**src/rtl/countdown_timer.sv**
```systemverilog
// MM:SS.cc BCD countdown timer: debounced start/pause and load keys, 10 ms tick prescaler, alarm at zero.
// Digits, running and expired are registered and update on the edge that sees the key event or tick.
module countdown_timer #(
  parameter int delay        = 500000,
  parameter int two_ms_delay = 100000
) (
  input  logic       clock,
  input  logic       key_reset,
  input  logic       key_start_pause,
  input  logic       key_load,
  input  logic [3:0] min_higher_preset,
  input  logic [3:0] min_lower_preset,
  input  logic [3:0] s_higher_preset,
  input  logic [3:0] s_lower_preset,
  output logic [3:0] min_higher_display,
  output logic [3:0] min_lower_display,
  output logic [3:0] s_higher_display,
  output logic [3:0] s_lower_display,
  output logic [3:0] ms_higher_display,
  output logic [3:0] ms_lower_display,
  output logic       running,
  output logic       expired
);

  localparam int PW = $clog2(delay);
  localparam int DW = $clog2(two_ms_delay + 1);
  localparam logic [PW-1:0] PRESC_LAST = PW'(delay - 1);
  localparam logic [DW-1:0] DB_MAX     = DW'(two_ms_delay);
  localparam logic [DW-1:0] DB_ARM     = DW'(two_ms_delay - 1);

  typedef enum logic [1:0] {IDLE, RUNNING, PAUSED, EXPIRED} state_t;

  state_t        state_q;
  logic [PW-1:0] presc_q;
  logic [DW-1:0] db_start_q, db_load_q;
  logic [23:0]   time_q;
  logic [23:0]   dec_time_d;
  logic [23:0]   preset_time;
  logic          running_q, expired_q;
  logic          start_evt, load_evt, tick, time_zero, last_hundredth;

  always_ff @(posedge clock or negedge key_reset) begin
    if (!key_reset) begin
      db_start_q <= '0;
      db_load_q  <= '0;
    end else begin
      if (key_start_pause)           db_start_q <= '0;
      else if (db_start_q != DB_MAX) db_start_q <= db_start_q + 1'b1;
      if (key_load)                  db_load_q  <= '0;
      else if (db_load_q != DB_MAX)  db_load_q  <= db_load_q + 1'b1;
    end
  end

  // The event fires on the edge where the counter steps onto its saturation value.
  assign start_evt = !key_start_pause && (db_start_q == DB_ARM);
  assign load_evt  = !key_load && (db_load_q == DB_ARM);

  assign preset_time = {(min_higher_preset > 4'd5) ? 4'd5 : min_higher_preset,
                        (min_lower_preset  > 4'd9) ? 4'd9 : min_lower_preset,
                        (s_higher_preset   > 4'd5) ? 4'd5 : s_higher_preset,
                        (s_lower_preset    > 4'd9) ? 4'd9 : s_lower_preset,
                        8'h00};

  assign tick           = (presc_q == PRESC_LAST);
  assign time_zero      = (time_q == 24'h000000);
  assign last_hundredth = (time_q == 24'h000001);

  // Borrow chain; minute tens is only reached when nonzero because RUNNING never holds zero.
  always_comb begin
    dec_time_d = time_q;
    if (time_q[3:0] != 4'd0) dec_time_d[3:0] = time_q[3:0] - 4'd1;
    else begin
      dec_time_d[3:0] = 4'd9;
      if (time_q[7:4] != 4'd0) dec_time_d[7:4] = time_q[7:4] - 4'd1;
      else begin
        dec_time_d[7:4] = 4'd9;
        if (time_q[11:8] != 4'd0) dec_time_d[11:8] = time_q[11:8] - 4'd1;
        else begin
          dec_time_d[11:8] = 4'd9;
          if (time_q[15:12] != 4'd0) dec_time_d[15:12] = time_q[15:12] - 4'd1;
          else begin
            dec_time_d[15:12] = 4'd5;
            if (time_q[19:16] != 4'd0) dec_time_d[19:16] = time_q[19:16] - 4'd1;
            else begin
              dec_time_d[19:16] = 4'd9;
              dec_time_d[23:20] = time_q[23:20] - 4'd1;
            end
          end
        end
      end
    end
  end

  always_ff @(posedge clock or negedge key_reset) begin
    if (!key_reset) begin
      state_q   <= IDLE;
      presc_q   <= '0;
      time_q    <= '0;
      running_q <= 1'b0;
      expired_q <= 1'b0;
    end else begin
      case (state_q)
        IDLE: begin
          if (load_evt) time_q <= preset_time;
          else if (start_evt && !time_zero) begin
            state_q   <= RUNNING;
            running_q <= 1'b1;
          end
        end
        RUNNING: begin
          if (tick) begin
            presc_q <= '0;
            time_q  <= dec_time_d;
          end else begin
            presc_q <= presc_q + 1'b1;
          end
          // Expiry outranks a pause landing on the same edge.
          if (tick && last_hundredth) begin
            state_q   <= EXPIRED;
            running_q <= 1'b0;
            expired_q <= 1'b1;
          end else if (start_evt) begin
            state_q   <= PAUSED;
            running_q <= 1'b0;
          end
        end
        PAUSED: begin
          if (load_evt) begin
            time_q  <= preset_time;
            presc_q <= '0;
            state_q <= IDLE;
          end else if (start_evt) begin
            state_q   <= RUNNING;
            running_q <= 1'b1;
          end
        end
        EXPIRED: begin
          if (load_evt || start_evt) begin
            if (load_evt) time_q <= preset_time;
            state_q   <= IDLE;
            expired_q <= 1'b0;
          end
        end
        default: begin
          state_q   <= IDLE;
          running_q <= 1'b0;
          expired_q <= 1'b0;
        end
      endcase
    end
  end

  assign min_higher_display = time_q[23:20];
  assign min_lower_display  = time_q[19:16];
  assign s_higher_display   = time_q[15:12];
  assign s_lower_display    = time_q[11:8];
  assign ms_higher_display  = time_q[7:4];
  assign ms_lower_display   = time_q[3:0];
  assign running            = running_q;
  assign expired            = expired_q;

endmodule

```
**config.mk**
```make
export PLATFORM = sky130hd
export DESIGN_NAME = countdown_timer
export DESIGN_NICKNAME = d
export VERILOG_FILES = /design/src/rtl/countdown_timer.sv
export SDC_FILE = /design/constraint.sdc
export NUM_CORES = 1
export LEC_CHECK = 0
export BUFFER_PORTS_ARGS = -buffer_cell sky130_fd_sc_hd__clkbuf_2
export CAP_MARGIN = 10
export CELL_PAD_IN_SITES_DETAIL_PLACEMENT = 0
export CELL_PAD_IN_SITES_GLOBAL_PLACEMENT = 1
export CORE_UTILIZATION = 40
export DETAILED_ROUTE_END_ITERATION = 10
export HOLD_SLACK_MARGIN = 0.02
export PLACE_DENSITY = 0.72
export SETUP_SLACK_MARGIN = 0.4
export SKIP_LAST_GASP = 1
export SYNTH_ARGS = -nofsm -noshare
export SYNTH_HDL_FRONTEND = slang
export SYNTH_SLANG_ARGS = --single-unit
```
**constraint.sdc**
```tcl
create_clock -name clock -period 2.69 [get_ports clock]
set_clock_uncertainty 0.15 [all_clocks]
set_input_delay 0.1345 -clock clock [delete_from_list [all_inputs] [get_ports clock]]
set_output_delay 0.1345 -clock clock [all_outputs]
set_load 0.005 [all_outputs]
```
==> results.md <==
- Critical Path Slowest Stage Cell: or4_4
- Die ar.: 12520 µm²
- Max FO, Critical Path: 5
- Ys async rst share: 100.0%
- Main flop type after synthesis: dfrtp_1
- First-pass GRT wire length: a little over 20 mm
- ANT nets after route: 0
- Hold path endpoint: time_q[8]$_DFFE_PN0P_
- Grt ovf: 0
- Placer Congestion: 0.8148
- Critical Path Start Type: flip-flop
- IO Port Bufs: 45
- Nets: 647
- Most frequent cells in the layout: dfrtp_1 (76), nor2_1 (58), nand2_1 (45)
- Register area: slightly above 2000 µm²
- Slew HR: a little over three fifths
- Hold path startpoint: s_lower_preset[0]
- Cts bufs inserted: 9
- Crit path time final: around 2200 ps
- Non-filler cells, final: 765
- CP cell instances: or4_4 > or4b_4 > nor4_4 > o21ai_2 > nor2b_1
- Clock sinks: 81
- Crit end category: flip-flop
- Pins Over Slew Limit: 0
- I/O pin cnt: 46
- Seq/Total Area, Yosys: between 40% and 50%
- Total track usage: 20.60%
- Worst reg-to-reg path cell count: 5
- Main area contributors after synthesis: dfrtp_1 (42%), nor2_1 (4.5%), a21oi_1 (3.7%)
- Synth top area share: 41.96%
- Final Setup Violations: 0
- Initial antenna violation count: 0
- Drt first pass iters: 7
- HPWL after detailed placement: 8.493 mm
- Largest net degree at the start of global routing: 45
- Worst-Skew Late Latency: about 350 ps
- Worst reg2reg startpoint: time_q[16]$_DFFE_PN0P_
- Worst setup slack after layout: 463.0 ps
- Period utilization: 82.79%
- Final TNS setup: 0 ps
- Diodes inserted: 0
- Pwr Total: 0.002936 W
- FF-to-FF End: running$_DFFE_PN0P_
- Hold Vio Cnt, Final: 0
- F_max: 449.0 MHz
- Outcome: finished with violations
- Die H: 111.9 µm
- Placed insts: 733
- Reg clk slew, reported paths: 70 ps
- Fillers: 1106
- Hold path depth: 5
- Post-Syn Area: around 4800 µm²
- Vias: 4340
- Hold WC Path Type: in -> reg
- Measured slew at the worst slew-check pin: between 500 and 600 ps
- Row cnt: 39
- Leak Pwr: 2.469 nW
- Synth Area per Inst: 8.720 µm²
- Residual DRC: 6
- Worst EP arrival: between 2000 and 2500 ps
- Setup WS pre-CTS: 232.1 ps
- Longest Clk Path Bufs: 2
- Multi-input logic area: 2715 µm²
- Core box area: ~12000 µm²
- Wire per inst: 16.08 µm
- Vias in the first global route: 4202
- TritonCTS clock tree: built
- P&R area growth vs syn: 20.54%
- Proportion of layout cells with a drive suffix above 1: 20.10%
- WS Path Type: reg -> reg
- Synthesis Warnings: 0
- H-tree levels: 3
- Slowest stage delay, CP: 560 ps
- Post-Route WL: about 12 mm
- Reg-to-reg slack, setup: 460 ps
- DIE WIDTH: about 110 µm
- CTS root buf: clkbuf_16
- Vias/cell: roughly 5.7
- Maximum VDD drop: 0.0004121 V
- DRT iter0 DRCs: 264
- Power Dens Cells: around 500 nW/µm²
- Cells after Synth: around 550
- Synth Net Count: roughly 580
- Synth area leader: dfrtp_1
- Max-cap viol count: 0
- Seq cells post-synth: between 80 and 90
- Unrepaired setup endpoints after global routing: false
- Worst endpoint required time: 2780 ps
- Initial core utilization: about 42%
- Failing checks: DRC
- Most common cell after layout, fill and taps aside: dfrtp_1
- Synth cell types: 73
- Post-synth EDFFs: 0
[cells in the mapped netlist (all sizes together), types with 11 or more instances]
library cell and n:
xor2 15, nor2 59, or3 14, o21ai 42, nor3 17, a21oi 37
nor4 14, nand4 12, nand3 32, nand2 46, clkbuf 16, inv 26
dfrtp 81, a31oi 11
[sequential cells by signal, summed over array words and instances, names as in the netlist]
register / count
state_q: 2
db_start_q: 17
presc_q: 19
running: 1
db_load_q: 17
expired: 1
time_q: 24
[routing by layer]
metal	vias up	wire (µm)	track usage [%]
li1	2153	-	-
met1	2091	5952	27.50
met2	88	5708	32.96
met3	8	542	5.770
met4	0	101	5.135
met5	-	0	0
[worst max-delay path by stage]
stage / startpoint / to / cells after the start
6_report: time_q[16]$_DFFE_PN0P_ / running$_DFFE_PN0P_ / 5
5_1_grt: presc_q[6]$_DFFE_PN0P_ / time_q[11]$_DFFE_PN0P_ / 6
4_1_cts: presc_q[0]$_DFFE_PN0P_ / time_q[5]$_DFFE_PN0P_ / 6
3_5_place_dp: time_q[4]$_DFFE_PN0P_ / time_q[19]$_DFFE_PN0P_ / 7
3_3_place_gp: time_q[4]$_DFFE_PN0P_ / time_q[16]$_DFFE_PN0P_ / 7
2_1_floorplan: time_q[4]$_DFFE_PN0P_ / time_q[16]$_DFFE_PN0P_ / 7
[layout make-up]
type                    instances  share of cell area, %
clock buffers                   9                  3.868
clock inverters                 7                  1.354
inverters                      26                  1.676
multi-input cells             424                  46.63
flip-flops and latches         81                  34.92
well taps                     143                  3.073
repair buffers                 75                  8.487
[critical path, delay by kind of cell (launching register included)]
kind               cells  cell delay [ps]
AOI/OAI and AO/OA      1               90
DFF                    1              440
and+or+nand+nor        4             1450
[through the flow]
| step | hold WS (ps) | utilization [%] | area, µm² |
|---|---|---|---|
| after floorplan | -311.1 | - | 4831 |
| after global placement | -9.900 | 45.12 | 5240 |
| after detailed placement | 0.01427 | 45.12 | 5240 |
| after CTS | 28.32 | 48.97 | 5687 |
| after global routing | 62.93 | 50.14 | 5823 |
| final | 41.86 | 50.14 | 5823 |
[power breakdown]
group / internal (W) / switching, W
clock: 0.000727 / 0.000543
combinational: 0.000116 / 0.000126
sequential: 0.00129 / 0.000130
[cells by family after synthesis]
logic type / count (synthesis) / share of synthesized area (%)
compound gates: 135 / 17.35
xor+xnor: 25 / 4.533
fa+ha+maj: 10 / 2.590
buf+inv: 49 / 4.455
flops: 81 / 41.96
mux: 7 / 1.450
simple gates: 247 / 27.66
[what timing repair did]
item	in CTS	in global routing
endpoints found under the hold margin	45	0
hold buffers	10	0
cloned	0	0
buffers inserted	1	5
pin swaps	2	4
endpoints found under the setup margin	17	30
gates resized for setup	7	26
Power figures use the tool's default switching activity.
